### config.mk
export PLATFORM = sky130hd
export DESIGN_NAME = obstacle_sprite_loader_flat
export DESIGN_NICKNAME = d
export VERILOG_FILES = /design/src/rtl/obstacle_sprite_loader_if.sv /design/src/rtl/obstacle_sprite_loader.sv /design/src/flat_wrapper.sv
export SDC_FILE = /design/constraint.sdc
export NUM_CORES = 1
export LEC_CHECK = 0
export CORE_MARGIN = 3
export CORE_UTILIZATION = 40
export DETAILED_ROUTE_END_ITERATION = 16
export GPL_TIMING_DRIVEN = 0
export PLACE_DENSITY = 0.72
export SLEW_MARGIN = 20
export SYNTH_ARGS = -nofsm -noshare
export SYNTH_HDL_FRONTEND = slang
export SYNTH_SLANG_ARGS = --single-unit
### constraint.sdc
create_clock -name clk -period 3.6 [get_ports clk]
set_clock_uncertainty 0.2 [all_clocks]
set_input_delay 0.36 -clock clk [delete_from_list [all_inputs] [get_ports clk]]
set_output_delay 0.36 -clock clk [all_outputs]
set_load 0.02 [all_outputs]
### src/rtl/obstacle_sprite_loader_if.sv
// Command channel into the obstacle sprite loader: valid/ready handshake carrying
// either a 16-pixel load word or a per-sprite clear request.
interface obstacle_sprite_loader_if #(
    parameter int unsigned ADDR = 10
);
    logic              cmd_valid;
    logic              cmd_ready;
    logic              cmd_clear;
    logic [ADDR-5:0]   cmd_word;
    logic [31:0]       cmd_data;

    modport master (
        output cmd_valid,
        output cmd_clear,
        output cmd_word,
        output cmd_data,
        input  cmd_ready
    );

    modport slave (
        input  cmd_valid,
        input  cmd_clear,
        input  cmd_word,
        input  cmd_data,
        output cmd_ready
    );
endinterface

### src/rtl/obstacle_sprite_loader.sv
// Write-side engine for the 2-bit palette sprite RAMs: turns one load (16 px) or
// clear (256 px) command into one-pixel-per-cycle RAM writes.
module obstacle_sprite_loader #(
    parameter int unsigned ADDR = 10
) (
    input  logic                   clk,
    input  logic                   reset_n,
    obstacle_sprite_loader_if.slave cmd,
    output logic                   we,
    output logic [ADDR-1:0]        addr_w,
    output logic [1:0]             pixel_out,
    output logic                   busy,
    output logic                   done
);

    localparam int unsigned WORD_W = ADDR - 4;

    typedef enum logic [1:0] {
        IDLE  = 2'd0,
        LOAD  = 2'd1,
        CLEAR = 2'd2
    } state_t;

    state_t              state_q;
    logic [7:0]          cnt_q;
    logic [WORD_W-1:0]   word_q;
    logic [31:0]         sh_q;

    logic                accept_c;
    logic [7:0]          cnt_nx_c;

    // Ready only in IDLE and never while reset is held.
    assign cmd.cmd_ready = (state_q == IDLE) && reset_n;
    assign accept_c      = cmd.cmd_valid && cmd.cmd_ready;
    assign cnt_nx_c      = 8'(cnt_q + 8'd1);

    // Write k is registered onto the RAM port while cnt_q == k; sh_q holds the pixels still pending.
    always_ff @(posedge clk or negedge reset_n) begin
        if (!reset_n) begin
            state_q   <= IDLE;
            cnt_q     <= 8'd0;
            word_q    <= '0;
            sh_q      <= 32'd0;
            we        <= 1'b0;
            addr_w    <= '0;
            pixel_out <= 2'b00;
            busy      <= 1'b0;
            done      <= 1'b0;
        end else begin
            case (state_q)
                IDLE: begin
                    we   <= 1'b0;
                    busy <= 1'b0;
                    done <= 1'b0;
                    if (accept_c) begin
                        cnt_q  <= 8'd0;
                        word_q <= cmd.cmd_word;
                        we     <= 1'b1;
                        busy   <= 1'b1;
                        if (cmd.cmd_clear) begin
                            state_q   <= CLEAR;
                            sh_q      <= cmd.cmd_data;
                            addr_w    <= {cmd.cmd_word[WORD_W-1:4], 8'd0};
                            pixel_out <= 2'b00;
                        end else begin
                            state_q   <= LOAD;
                            sh_q      <= {2'b00, cmd.cmd_data[31:2]};
                            addr_w    <= {cmd.cmd_word, 4'd0};
                            pixel_out <= cmd.cmd_data[1:0];
                        end
                    end
                end

                LOAD: begin
                    if (cnt_q == 8'd15) begin
                        state_q <= IDLE;
                        we      <= 1'b0;
                        busy    <= 1'b0;
                        done    <= 1'b1;
                    end else begin
                        cnt_q     <= cnt_nx_c;
                        addr_w    <= {word_q, cnt_nx_c[3:0]};
                        pixel_out <= sh_q[1:0];
                        sh_q      <= {2'b00, sh_q[31:2]};
                    end
                end

                CLEAR: begin
                    if (cnt_q == 8'd255) begin
                        state_q <= IDLE;
                        we      <= 1'b0;
                        busy    <= 1'b0;
                        done    <= 1'b1;
                    end else begin
                        cnt_q     <= cnt_nx_c;
                        addr_w    <= {word_q[WORD_W-1:4], cnt_nx_c};
                        pixel_out <= 2'b00;
                    end
                end

                default: begin
                    state_q <= IDLE;
                    we      <= 1'b0;
                    busy    <= 1'b0;
                    done    <= 1'b0;
                end
            endcase
        end
    end

endmodule

### src/flat_wrapper.sv
// flat-port wrapper written by rule: the top's interface ports become plain ports
module obstacle_sprite_loader_flat 
#(
    parameter int unsigned ADDR = 10
)
  (clk, reset_n, we, addr_w, pixel_out, busy, done, cmd_cmd_valid, cmd_cmd_clear, cmd_cmd_word, cmd_cmd_data, cmd_cmd_ready);
  obstacle_sprite_loader_if #(.ADDR(ADDR)) cmd_i ();
  input  logic clk;
  input  logic reset_n;
  output logic we;
  output logic [ADDR-1:0] addr_w;
  output logic [1:0] pixel_out;
  output logic busy;
  output logic done;
  input wire logic [$bits(cmd_i.cmd_valid)-1:0] cmd_cmd_valid;
  input wire logic [$bits(cmd_i.cmd_clear)-1:0] cmd_cmd_clear;
  input wire logic [$bits(cmd_i.cmd_word)-1:0] cmd_cmd_word;
  input wire logic [$bits(cmd_i.cmd_data)-1:0] cmd_cmd_data;
  output wire logic [$bits(cmd_i.cmd_ready)-1:0] cmd_cmd_ready;
  assign cmd_i.cmd_valid = cmd_cmd_valid;
  assign cmd_i.cmd_clear = cmd_cmd_clear;
  assign cmd_i.cmd_word = cmd_cmd_word;
  assign cmd_i.cmd_data = cmd_cmd_data;
  assign cmd_cmd_ready = cmd_i.cmd_ready;
  obstacle_sprite_loader #(.ADDR(ADDR)) u_core (.clk(clk), .reset_n(reset_n), .cmd(cmd_i), .we(we), .addr_w(addr_w), .pixel_out(pixel_out), .busy(busy), .done(done));
endmodule
* After elaboration in Yosys (flattened, before gate mapping) *
Cells that the tools add are included.

word-level totals
  bits of input ports = 42
  register bits = 62
  output and inout bits = 16
  bits in read-only memories = 0
  latch bits = 0
  logic and storage cells = 58
  memory bits (writable) = 0
  memories kept = 0

cells by class
  shift-type cells = 0
  mux-type cells = 30
  $lt $le $gt $ge = 0
  add/sub/neg operators = 1
  divide/modulo/power cells = 0
  multiply operators = 0
  reductions and logical operators = 10
  eq/ne operators = 9
  bitwise logic cells = 0

operator list
  kind                 number
  $mux 32              3
  $pmux 32 s2          1
  $mux 8               4
  $mux 10              3
  $pmux 10 s3          1
  $pmux 8 s3           1
  $mux 2               8
  $pmux 2 s3           2
  $add 8x1->8 const B  1
  $eq 8x4->1 const B   1
  $eq 8x8->1 const B   1
  $ne 2x1->1 const B   3
  $reduce_and 3->1     2
  $mux 1               5
  $ne 2x2->1 const B   2
  $reduce_and 2->1     2
  $reduce_and 4->1     1
  $pmux 1 s3           1
  $reduce_bool 3->1    1
  $eq 2x1->1 const B   1
  $eq 2x2->1 const B   1
  $logic_and 1x1->1    2
  $logic_not 2->1      1
  $pmux 1 s2           1
  $reduce_bool 2->1    1

* Depth between registers and ports, before layout *
  depth after elaboration = 5
  depth in mapped cells = 8
  gate-level depth less buffers = 6

* Worst setup path before layout *
OpenSTA, ideal clock, no wires.

  path type = reg2reg
  start = reg u_core.cnt_q[0]
  end = reg u_core.addr_w[1]
  buffers on the path = 1
  clock period less this slack = 2256 ps
  path slack = 1344 ps
  cell stages (with the launch flop) = 7
  setup time = 125 ps
  data required time = 3275 ps
  arrival time = 1932 ps
  cells stage by stage = dfrtp_1 > ha_1 > and3_1 > a311o_1 > nor2_1 > buf_6 > mux2_2

between the ends
  word-level cells in the longest chain between the ends = 3
  elaborated cells on any way between the ends = 9
  those cells by class = add/sub (1); eq/ne (4); mux (3); reduce/logical (1)

RTL lines
  what                                             line                          text
  start, declared                                  obstacle_sprite_loader.sv:25  logic [7:0] cnt_q;
  start signal, assigned                           obstacle_sprite_loader.sv:81  cnt_q <= cnt_nx_c;
  start signal, assigned                           obstacle_sprite_loader.sv:95  cnt_q <= cnt_nx_c;
  $add 8x1->8 (tied with other cells)              obstacle_sprite_loader.sv:35  assign cnt_nx_c = 8'(cnt_q + 8'd1);
  $mux 10 (tied with other cells)                  obstacle_sprite_loader.sv:89  if (cnt_q == 8'd255) begin
  $pmux 10 s3 or $reduce_and 4->1 (tied branches)  n/a
  end signal, assigned                             obstacle_sprite_loader.sv:63  addr_w <= {cmd.cmd_word[WORD_W-1:4], 8'd0};
  end signal, assigned                             obstacle_sprite_loader.sv:68  addr_w <= {cmd.cmd_word, 4'd0};
  end signal, assigned                             obstacle_sprite_loader.sv:96  addr_w <= {word_q[WORD_W-1:4], cnt_nx_c};
  end, declared                                    obstacle_sprite_loader.sv:10  output logic [ADDR-1:0] addr_w,

Several ways; a longest one is shown, not always the timed one. The select of a mux whose other input is x is not followed.
A chain may end at the register's enable or synchronous reset.

* Final worst setup path *
  start = in reset_n
  end = reg u_core.cnt_q[0]

between the ends
  word-level cells in the longest chain between the ends = 4

RTL lines
  what                               line                          text
  start, declared                    flat_wrapper.sv:9             input logic reset_n;
  $logic_and 1x1->1                  obstacle_sprite_loader.sv:33  assign cmd.cmd_ready = (state_q == IDLE) && reset_n;
  $logic_and 1x1->1                  obstacle_sprite_loader.sv:34  assign accept_c = cmd.cmd_valid && cmd.cmd_ready;
  $ne 2x1->1 (no source line)        n/a
  $reduce_and 4->1 (no source line)  n/a

Every way passes these cells.

==> flow_metrics.py <==
metrics = {
    "outcome": {
        "status": "completed",
    },
    "cts": {
        "clk_pin_slew_ns": 0.07,
        "clock_latency_ns": 0.34,
        "clock_tree.root_cell": "clkbuf_8",
        "postCtsHoldBufs": 1,
        "htree_num_levels": 3,
        "cts_buffers": 9,
        "cts_tree": "done",
        "post_cts_buffers": 0,
        "cts_sinks": 62,
        "clockBufferDepth": 2,
        "cts-resized-gates": 0,
    },
    "yosys": {
        "ys_ff_latch": 62,
        "syn_area_mm2": 0.003453,
        "synth_top_area_cell": "dfrtp_1",
        "syn-num-nets": 425,
        "synth_area_leaders": "dfrtp_1, mux2i_1, nand2_1",
        "async_flop_share_pct": 100.0,
        "yosys_warnings": 0,
        "synth_top_area_share_pct": 44.93,
        "synth_area_per_cell_um2": 9.136,
        "synthFlopType": "dfrtp_1",
        "synth_cells": 378,
        "synth_edf_count": 0,
        "ys_seq_area_share_pct": 44.93,
        "ys_types": 53,
    },
    "power": {
        "power_density_mw_per_mm2": 736.7,
        "ir_drop_mv": 0.2947,
        "power_uw": 3213,
        "p_leak_uw": 0.001988,
        "swShare_pct": 39.32,
        "internal_power_uw": 1950,
        "switchingPower_uw": 1264,
        "seq_power_share_pct": 35.5,
        "clkPwrFrac_pct": 18.8,
        "p_comb_share_pct": 45.7,
    },
    "setup_path": {
        "cp_top_family": "buffers and inverters",
        "cp.arrival_ns": 3.00,
        "cp_max_fo": 37,
        "slowest_delay_ns": 0.76,
        "end_kind": "flop",
        "cp_data_required_time_ns": 3.63,
        "crit_slowest_cell": "a311oi_1",
        "critPathBufInv": 3,
        "criticalPathCategory": "input pin to flop",
        "path_cells": "dlygate4sd3_1 > buf_4 > buf_12 > a21boi_0 > a311oi_1 > nand2_1 > mux2_2",
        "startpoint_type": "input pin",
    },
    "placed_design": {
        "dp.cells": 540,
        "io_buffers": 56,
        "place_hpwl_um": 6214,
        "gp_congestion": 0.8701,
    },
    "detailed_routing": {
        "antenna_left": 0,
        "wire_per_inst_um": 15.17,
        "drc": 0,
        "vias": 3021,
        "vias_per_cell": 5.443,
        "drt-initial-drc-count": 163,
        "wirelength_um": 8422,
        "dr.pass1.iters": 5,
    },
    "job": {
        "drv_cap": 0,
    },
    "floorplan": {
        "die_w_um": 98.92,
        "dieArea_mm2": 0.009784,
        "rows": 33,
        "fp.coreArea_mm2": 0.008299,
        "io-pin-count": 58,
        "start_util_pct": 41.61,
        "die_h_um": 98.92,
    },
    "layout": {
        "num_antenna_cells": 0,
        "stdcell_count": 555,
        "utilization_pct": 52.56,
        "drive_gt1_share_pct": 11.33,
        "syn_to_final_growth_pct": 26.30,
        "num-nets-final": 494,
    },
    "sta": {
        "fin_crit_ns": 2.973,
        "setup_viol_count_final": 0,
        "whs_ns": 0.2773,
        "slew_headroom_pct": 41.79,
        "fin_crit_sh_pct": 82.59,
        "max_freq_mhz": 336.3,
        "rsz0062_at_grt": "false",
        "slew_viol_final": 0,
        "worstMarginPinSlew_ns": 0.8673,
        "finalHoldViolCount": 0,
    },
    "global_route": {
        "grt_max_degree": 38,
        "antenna_found_initial": 0,
        "grt_use_total_pct": 17.79,
        "grt_pass1_vias": 3025,
        "grt_pass1_wl_um": 14150,
        "grt_overflow": 0,
    },
    "min_path": {
        "min_path_type": "input pin to asynchronous set/reset pin",
    },
}
metal layers:
metal | wire (um) | track usage, %
met1 | 3634 | 22.47
met2 | 4165 | 29.75
met3 | 514 | 5.308
met4 | 106 | 4.727
met5 | 0 | 0
kinds of logic (layout without fill, tap and decap cells):
logic type                 Yosys count  after routing  share of synthesized area, %
adders and majority gates            5              5                         1.812
xor gates and xnor gates             3              3                        0.7610
AOI/OAI and AO/OA                  101            101                         17.65
and+or+nand+nor                    129            129                         16.67
muxes                               44             44                         13.48
DFF                                 62             62                         44.93
buffers and inverters               34            106                         4.710
power groups by stage:
stage               Combinational [uW]  Sequential (uW)  Clock [uW]
floorplan                          932             1180           0
global placement                  1420             1140           0
detailed placement                1470             1150           0
CTS                               1470             1140         623
global route                      1640             1170         659
finish                            1470             1140         604
cell type report:
cell class	count	area (um^2)
fill	789	3938
multi-input combinational	282	1739
sequential	62	1551
timing repair buffer	58	588.1
clock buffer	13	158.9
buffer	28	140.1
tap	105	131.4
clock inverter	1	30.03
inverter	6	22.52
synthesized netlist by cell type (all sizes together) (2+ instances only):
cell and instances:
a21oi 31, a22o 4, a31o 2, a31oi 2, a32o 2, a32oi 3
and2 2, and3 2, buf 15, clkbuf 13, dfrtp 62, ha 5
inv 6, mux2 14, mux2i 30, nand2 60, nand2b 2, nand3 8
nor2 40, nor2b 2, nor3 2, o2111ai 2, o21ai 43, o22ai 3
o2bb2ai 2, or4 4, xor2 2
stage by stage:
stage / instance area [um^2] / setup TNS, ns / worst slack, ns
floorplan: 3453 / 0 / 1.344
global placement: 4145 / -80.67 / -1.648
detailed placement: 4163 / 0 / 0.7670
CTS: 4362 / 0 / 0.5880
global route: 4362 / 0 / 0.4271
finish: 4362 / 0 / 0.6268
path summary, 6_finish.rpt:
check,start,to,slack (ns),cells past startpoint
max,reset_n,u_core.cnt_q[0],0.63,7
min,reset_n,u_core.addr_w[3],0.28,2
max reg2reg,u_core.state_q[1],u_core.sh_q[26],1.01,7
min reg2reg,u_core.word_q[0],u_core.word_q[0],0.28,2
max in group asynchronous,reset_n,u_core.word_q[2],2.39,3
min in group clk,u_core.word_q[0],u_core.word_q[0],0.28,2
layout by cell type, fill, tap and decap left out, types with 2 or more instances in the layout:
cell / netlist / layout
a32o_1: 2 / 2
nand2b_1: 2 / 2
o2111ai_1: 2 / 2
mux2i_1: 30 / 30
o2bb2ai_1: 2 / 2
mux2_2: 11 / 11
a22o_1: 3 / 3
inv_1: 6 / 6
clkdlybuf4s50_1: 0 / 55
a32oi_1: 3 / 3
mux2_4: 2 / 2
and3_1: 2 / 2
or4_1: 3 / 3
nand2_1: 60 / 60
buf_1: 3 / 3
and2_1: 2 / 2
dfrtp_1: 62 / 62
nor3_1: 2 / 2
clkbuf_2: 3 / 3
ha_1: 5 / 5
o21ai_0: 41 / 41
nor2b_1: 2 / 2
buf_4: 4 / 5
o21ai_1: 2 / 2
buf_2: 7 / 7
nor2_1: 39 / 39
o22ai_1: 2 / 2
clkbuf_1: 10 / 12
nand3_1: 8 / 8
xor2_1: 2 / 2
a31o_2: 2 / 2
clkbuf_8: 0 / 11
a31oi_1: 2 / 2
a21oi_1: 31 / 31
registers in the layout (all words and copies together) (netlist names):
register / count
u_core.sh_q: 32
u_core.pixel_out: 2
u_core.busy: 1
u_core.addr_w: 10
u_core.done: 1
u_core.word_q: 6
u_core.cnt_q: 8
u_core.state_q: 2
No activity file was read; power rests on OpenSTA's default activity.
